File: src/rtl/arp_ctrl.sv
// ARP resolve/reply sequencer: answers peer requests and resolves one target IP at a time.
// Define ARP_RETRY_EN to compile in the reply timer, retransmissions and the timeout pulse.
//
// state      | meaning
// IDLE       | nothing outstanding, no frame in flight
// SEND       | one-cycle transmit strobe, destination fields loaded
// WAIT_DONE  | frame in flight, waiting for tx_done
// WAIT_REPLY | request sent, waiting for the target's reply
module arp_ctrl #(
    parameter int RETRY_CYCLES = 125_000_000,
    parameter int MAX_RETRY    = 3
) (
    input  logic        clk,
    input  logic        rst_n,
    input  logic        req_start,
    input  logic [31:0] req_ip,
    input  logic        arp_rx_done,
    input  logic        arp_rx_type,
    input  logic [47:0] src_mac,
    input  logic [31:0] src_ip,
    input  logic        tx_done,
    output logic        arp_tx_en,
    output logic        arp_tx_type,
    output logic [47:0] des_mac,
    output logic [31:0] des_ip,
    output logic        busy,
    output logic        resolved,
    output logic [47:0] res_mac,
    output logic        timeout
);

    typedef enum logic [1:0] {IDLE, SEND, WAIT_DONE, WAIT_REPLY} state_t;

    localparam logic [47:0] BCAST_MAC = 48'hFF_FF_FF_FF_FF_FF;

    state_t      state, state_nxt;
    logic        reply_pend;
    logic [47:0] rep_mac;
    logic [31:0] rep_ip;
    logic [31:0] target_ip;
    logic        tgt_valid;

    logic        rx_req, rx_match, pend_now, tgt_live;
    logic [47:0] cap_mac;
    logic [31:0] cap_ip;
    logic        take_reply, take_req, accept;

`ifdef ARP_RETRY_EN
    localparam int TW = (RETRY_CYCLES > 1) ? $clog2(RETRY_CYCLES) : 1;
    localparam int RW = (MAX_RETRY > 0) ? $clog2(MAX_RETRY + 1) : 1;
    localparam logic [TW-1:0] TIMER_LOAD = TW'(RETRY_CYCLES - 1);
    localparam logic [RW-1:0] RETRY_MAX  = RW'(MAX_RETRY);

    logic [TW-1:0] timer;
    logic [RW-1:0] retry_cnt;
    logic          arm_timer, tick, retry_inc, give_up;
`endif

    // A peer request arriving this cycle counts as pending so it wins over req_start.
    assign rx_req    = arp_rx_done & ~arp_rx_type;
    assign rx_match  = arp_rx_done & arp_rx_type & tgt_valid & (src_ip == target_ip);
    assign pend_now  = reply_pend | rx_req;
    assign tgt_live  = tgt_valid & ~rx_match;
    assign cap_mac   = rx_req ? src_mac : rep_mac;
    assign cap_ip    = rx_req ? src_ip : rep_ip;

    assign arp_tx_en = (state == SEND);
    assign busy      = (state != IDLE);

    always_ff @(posedge clk or negedge rst_n) begin
        if (!rst_n) state <= IDLE;
        else        state <= state_nxt;
    end

    always_comb begin
        state_nxt  = state;
        take_reply = 1'b0;
        take_req   = 1'b0;
        accept     = 1'b0;
`ifdef ARP_RETRY_EN
        arm_timer  = 1'b0;
        tick       = 1'b0;
        retry_inc  = 1'b0;
        give_up    = 1'b0;
`endif
        unique case (state)
            IDLE: begin
                if (pend_now) begin
                    take_reply = 1'b1;
                    state_nxt  = SEND;
                end else if (req_start) begin
                    accept    = 1'b1;
                    take_req  = 1'b1;
                    state_nxt = SEND;
                end
            end
            SEND: state_nxt = WAIT_DONE;
            WAIT_DONE: begin
                if (tx_done) begin
                    state_nxt = tgt_live ? WAIT_REPLY : IDLE;
`ifdef ARP_RETRY_EN
                    arm_timer = ~arp_tx_type;
`endif
                end
            end
            WAIT_REPLY: begin
                if (pend_now) begin
                    take_reply = 1'b1;
                    state_nxt  = SEND;
                end else if (rx_match) begin
                    state_nxt = IDLE;
                end
`ifdef ARP_RETRY_EN
                else if (timer == '0) begin
                    if (retry_cnt < RETRY_MAX) begin
                        retry_inc = 1'b1;
                        take_req  = 1'b1;
                        state_nxt = SEND;
                    end else begin
                        give_up   = 1'b1;
                        state_nxt = IDLE;
                    end
                end else begin
                    tick = 1'b1;
                end
`endif
            end
            default: state_nxt = IDLE;
        endcase
    end

    always_ff @(posedge clk or negedge rst_n) begin
        if (!rst_n) begin
            reply_pend  <= 1'b0;
            rep_mac     <= '0;
            rep_ip      <= '0;
            target_ip   <= '0;
            tgt_valid   <= 1'b0;
            des_mac     <= '0;
            des_ip      <= '0;
            arp_tx_type <= 1'b0;
            resolved    <= 1'b0;
            res_mac     <= '0;
        end else begin
            // The captured reply is consumed in SEND; a request landing later re-arms it.
            if (rx_req) begin
                reply_pend <= 1'b1;
                rep_mac    <= src_mac;
                rep_ip     <= src_ip;
            end else if (state == SEND && arp_tx_type) begin
                reply_pend <= 1'b0;
            end

            if (take_reply) begin
                des_mac     <= cap_mac;
                des_ip      <= cap_ip;
                arp_tx_type <= 1'b1;
            end else if (take_req) begin
                des_mac     <= BCAST_MAC;
                des_ip      <= accept ? req_ip : target_ip;
                arp_tx_type <= 1'b0;
            end

            if (accept) begin
                target_ip <= req_ip;
                tgt_valid <= 1'b1;
                resolved  <= 1'b0;
            end else if (rx_match) begin
                tgt_valid <= 1'b0;
                resolved  <= 1'b1;
                res_mac   <= src_mac;
            end
`ifdef ARP_RETRY_EN
            else if (give_up) begin
                tgt_valid <= 1'b0;
                resolved  <= 1'b0;
            end
`endif
        end
    end

`ifdef ARP_RETRY_EN
    // Down-counter loaded on each request's tx_done; holds its value while a reply is out.
    always_ff @(posedge clk or negedge rst_n) begin
        if (!rst_n) begin
            timer     <= '0;
            retry_cnt <= '0;
            timeout   <= 1'b0;
        end else begin
            timeout <= give_up;
            if (accept)         retry_cnt <= '0;
            else if (retry_inc) retry_cnt <= retry_cnt + RW'(1);
            if (arm_timer)      timer <= TIMER_LOAD;
            else if (tick)      timer <= timer - TW'(1);
        end
    end
`else
    assign timeout = 1'b0;
`endif

endmodule

File: config.mk
export PLATFORM = sky130hd
export DESIGN_NAME = arp_ctrl
export DESIGN_NICKNAME = d
export VERILOG_FILES = /design/src/rtl/arp_ctrl.sv
export SDC_FILE = /design/constraint.sdc
export NUM_CORES = 1
export LEC_CHECK = 0
export ABC_AREA = 1
export BUFFER_PORTS_ARGS = -buffer_cell sky130_fd_sc_hd__buf_2
export CAP_MARGIN = 30
export CORE_MARGIN = 5
export CORE_UTILIZATION = 48
export CTS_CLUSTER_SIZE = 8
export DETAILED_ROUTE_END_ITERATION = 8
export PLACE_DENSITY_LB_ADDON = 0.3
export SLEW_MARGIN = 30
export SYNTH_ARGS = -nofsm -noshare
export SYNTH_HDL_FRONTEND = slang
export SYNTH_SLANG_ARGS = --single-unit
File: constraint.sdc
create_clock -name clk -period 1.6 [get_ports clk]
set_input_delay 0.32 -clock clk [delete_from_list [all_inputs] [get_ports clk]]
set_output_delay 0.32 -clock clk [all_outputs]
set_load 0.05 [all_outputs]
# [After elaboration in Yosys (flattened, before gate mapping)]
# Index checks and enable logic that the tools add are counted.
[totals] register_bits=246 out_inout_bits=133
[op_classes] muxes=27 reduce_logical=9 n_eq_ne=7 bitwise_logic=9
[ops] op="48-bit 2-to-1 mux" count=3
[ops] op="32-bit 2-to-1 mux" count=4
[ops] op="32-bit == test" count=1
[ops] op="1-bit 2-to-1 mux" count=13
[ops] op="2-bit 2-to-1 mux" count=6
[ops] op="2-bit one-hot mux with 4 select lines" count=1
[ops] op="2-bit nonzero test" count=4
[ops] op="3-bit inequality test (second input constant)" count=2
[ops] op="1-bit bitwise AND" count=5
[ops] op="2-bit == test (second input constant)" count=2
[ops] op="1-bit inverter" count=3
[ops] op="3-bit AND reduction" count=1
[ops] op="2-bit by 1-bit == test with 1-bit output (second input constant)" count=1
[ops] op="2-bit logical NOT" count=1
[ops] op="2-bit inequality test (second input constant)" count=1
[ops] op="2-bit AND reduction" count=1
[ops] op="2-bit OR reduction" count=1
[ops] op="1-bit logical AND" count=1
[ops] op="1-bit OR" count=1

# [Depth between registers and ports, before layout]
[depth] word_depth=8 ltp_mapped=14

# [Least setup slack after synthesis]
# No wires, ideal clock.
[synth_path] kind="reg-to-reg" startpoint="reg state[1]" endpoint="reg res_mac[34]" path_stages_with_launch=11 n_path_buf=3 setup_ns=0.123 slack_ns=-0.338 arrival_ns=1.815 path_cell_list="dfrtp_1 inv_1 ha_1 inv_1 nor3_4 buf_2 nor2_2 buf_6 buf_6 nand2_1 nand2_1"
[synth_between] elab_chain_cells=4
[synth_rtl] element="start, declared" line_no="36" rtl="state_t state, state_nxt;"
[synth_rtl] element="start signal, assigned" line_no="72" rtl="else state <= state_nxt;"
[synth_rtl] element="2-bit logical NOT" line_no="86" rtl="unique case (state)"
[synth_rtl] element="1-bit 2-to-1 mux" line_no="86"
[synth_rtl] element="1-bit inverter (no source line)"
[synth_rtl] element="2-bit AND reduction (no source line)"
[synth_rtl] element="end signal, assigned" line_no="171" rtl="res_mac <= src_mac;"
[synth_rtl] element="end, declared" line_no="28" rtl="output logic [47:0] res_mac,"
# No other way between the ends.
# A chain may end at the register's enable or synchronous reset.

# [Worst setup path after layout]
[layout_path] startpoint="reg target_ip[29]" endpoint="reg res_mac[32]"
[layout_between] elab_chain_cells=3
[layout_rtl] element="start, declared" line_no="40" rtl="logic [31:0] target_ip;"
[layout_rtl] element="start signal, assigned" line_no="165" rtl="target_ip <= req_ip;"
[layout_rtl] element="32-bit == test" line_no="61" rtl="assign rx_match = arp_rx_done & arp_rx_type & tgt_valid & (src_ip == target_ip);"
[layout_rtl] element="1-bit bitwise AND" line_no="61"
[layout_rtl] element="2-bit AND reduction (no source line)"
# No other way between the ends.

==> flow_summary.yaml <==
setup_path:
  crit_cells: 10
  rr_endpoint: "res_mac[32]$_DFFE_PN0P_"
  path_cells: "xor2_2 -> nor2_2 -> nand4_1 -> nor2_1 -> nand3_2 -> nor2_4 -> buf_12 -> clkbuf_16 -> nand2_1 -> nand2_1"
  critPathMaxStageDelay_ns: 0.41
  ff2ff_setup_slack_ns: -0.35
  crit_family: "simple AND/OR/NAND/NOR gates"
  slowest_stage: "dfrtp_1"
  cp.required_ns: 2.03
  cp-end-kind: "register"
  worstSetupPathType: "register to register"
  crit_end: "res_mac[32]$_DFFE_PN0P_"
  worst-path-buf-inv: 2
  critPathMostFrequentCell: "nand2_1"
  r2r_start: "target_ip[29]$_DFF_PN0_"
  startpoint: "target_ip[29]$_DFF_PN0_"
  reg2reg_depth: 10
  critPathLaunchType: "register"
  worst-path-max-fanout: 8
  crit_arrival_ns: 2.38
synthesis:
  ys_seq_area_share_pct: 62.1
  synth_cells: 1066
  yosys_warnings: 0
  ys_types: 28
  syn_area_per_cell_sq_um: 9.29
  synthTopCellsByArea: "dfrtp_1 62%, nand2_1 19%, o22a_1 4.2%, o21ai_0 2.8%, nand3_1 2.1%"
  synth-seq-cells: 246
  yosysTopAreaCellShare_pct: 62.1
  syn-num-nets: 1188
  netlist_area_sq_um: 9910
  yosysTopAreaCell: "dfrtp_1"
die:
  die_area_sq_um: 23600
  ioPinCount: 251
  initial_core_util_pct: 48.8
  core-area_sq_um: 20300
  num_rows: 52
  die_w_um: 154
  die_height_um: 154
grt:
  grt_max_degree: 49
  antenna_found_initial: 4
  grt_pass1_wl_mm: 47.1
  grt_pass1_vias: 9007
  grt_usage_pct: 24.5
  overflow: 0
sta:
  fmaxAchievable_mhz: 513
  fin_crit_ns: 1.95
  setup_slack_ns: -0.350
  maxSlewViolCount: 0
  setup_violations: 137
  skew_ns: 0.0173
  rsz0062_at_grt: "yes"
  finalCritPeriodShare_pct: 122
  hold_viol_final: 0
clocking:
  htree_levels: 2
  clk_latency_ns: 0.50
  cts_root_buffer: "clkbuf_16"
  clk_pin_slew_ns: 0.05
  cts_buffers: 36
  clock_path_buffers: 3
  cts_tree: "done"
  cts.sinks: 246
routing:
  vias: 8868
  vias_per_cell: 5.31
  drtIter0Drc: 486
  finalWirelength_mm: 32.1
  firstDrtPassIters: 5
  drc: 0
  wl_per_cell_um: 19.2
  drtAntennaViolNets: 0
power:
  p_leak_uw: 0.00795
  pwr_density_cell_nw_per_um2: 2110
  peakVddDrop_mv: 1.40
run_status:
  violations: "setup timing"
  status: "complete, but fails checks"
layout:
  layout_common_cells: "397 x nand2_1, 246 x dfrtp_1, 246 x buf_2"
  final_common_cell: "nand2_1"
  final_area_sq_um: 14400
  area_growth_pct: 45.1
  nets: 1519
  drive_above_1_share_pct: 40.0
placed_design:
  routabilityCongestion: 0.820
  dpl_worst_slack_ns: -0.336
  port_buffers: 249
  dp_hpwl_mm: 18.7
  placed_area_sq_um: 11900
worst_hold_path:
  worstHoldPathType: "input pin to register"
run:
  cap_violations: 0
-- worst register-to-register path: stages, from the launching register on --
cell and delay (ns):
dfrtp_1 0.41, xor2_2 0.18, nor2_2 0.15, nand4_1 0.17, nor2_1 0.17, nand3_2 0.19, nor2_4 0.17, buf_12 0.15
clkbuf_16 0.18, nand2_1 0.06, nand2_1 0.06
-- stage by stage --
stage	std cells	power, uW	setup TNS (ns)	hold WS (ns)	util, %
2_1_floorplan	1066	16900	-30.43	0.0244	-
3_3_place_gp	1591	20000	-17.80	0.249	58.5
3_5_place_dp	1591	20200	-20.73	0.248	58.5
4_1_cts	1646	28900	-16.23	0.0155	66.5
5_1_grt	1668	31800	-34.99	0.0245	70.8
6_report	1669	30400	-23.39	0.0336	70.8
-- area by class of cell --
type	instances	area (sq um)
Tap cell	270	338
Fill cell	1460	5920
Sequential cell	246	6160
Clock inverter	2	25.0
Clock buffer	37	915
Timing Repair Buffer	349	2630
Antenna cell	1	2.50
Inverter	38	160
Multi-Input combinational cell	726	4150
-- where the power goes --
group | leakage [uW] | internal [uW] | switching (uW) | total, uW
Sequential | 0.00307 | 8000 | 1190 | 9190
Clock | 0.000462 | 4010 | 2520 | 6520
Combinational | 0.00441 | 5460 | 9220 | 14700
Total | 0.00795 | 17500 | 12900 | 30400
-- cell families after synthesis --
kind of cell | share of synthesized area, %
DFF | 62.1
xor gates and xnor gates | 2.03
and+or+nand+nor | 22.7
other | 0.0379
buffers and inverters | 4.33
AOI/OAI and AO/OA | 8.20
adders and majority gates | 0.505
-- synth_stat cells, drive strengths merged --
| master | count |
|---|---|
| nor3 | 2 |
| a21oi | 2 |
| buf | 25 |
| nand2 | 499 |
| o22a | 48 |
| o21ai | 75 |
| clkbuf | 31 |
| and2 | 1 |
| conb | 1 |
| nand4 | 3 |
| dfrtp | 246 |
| xnor2 | 12 |
| ha | 4 |
| nor2 | 25 |
| a31oi | 1 |
| nand3 | 42 |
| xor2 | 11 |
| inv | 38 |
-- timing repair --
item / 4_1_cts / 5_1_grt
hold buffers: 1 / 0
setup buffers: 10 / 15
pin swaps: 12 / 29
endpoints found under the hold margin: 32 / 0
gates cloned: 6 / 13
resized for setup: 119 / 161
setup endpoints to repair: 103 / 165
-- state kept, by name, indices dropped and copies added (netlist names) --
register,count
des_mac,48
rep_mac,48
res_mac,48
des_ip,32
rep_ip,32
target_ip,32
state,2
arp_tx_type,1
reply_pend,1
resolved,1
tgt_valid,1
-- worst min-delay path by stage --
stage | startpoint | end | cells past startpoint
6_report | src_mac[31] | res_mac[31]$_DFFE_PN0P_ | 3
5_1_grt | src_mac[3] | res_mac[3]$_DFFE_PN0P_ | 3
3_3_place_gp | rst_n | target_ip[15]$_DFF_PN0_ | 1
3_5_place_dp | rst_n | des_ip[15]$_DFFE_PN0P_ | 1
2_1_floorplan | rst_n | arp_tx_type$_DFFE_PN0P_ | 0
4_1_cts | src_mac[31] | res_mac[31]$_DFFE_PN0P_ | 3
-- metal layers --
metal	wire length, um	up-vias	GRT usage (%)
li1	-	4052	-
met1	12400	4338	30.9
met2	16200	401	40.9
met3	2700	71	7.45
met4	704	6	7.44
met5	51	-	0
Power figures use the tool's default switching activity.
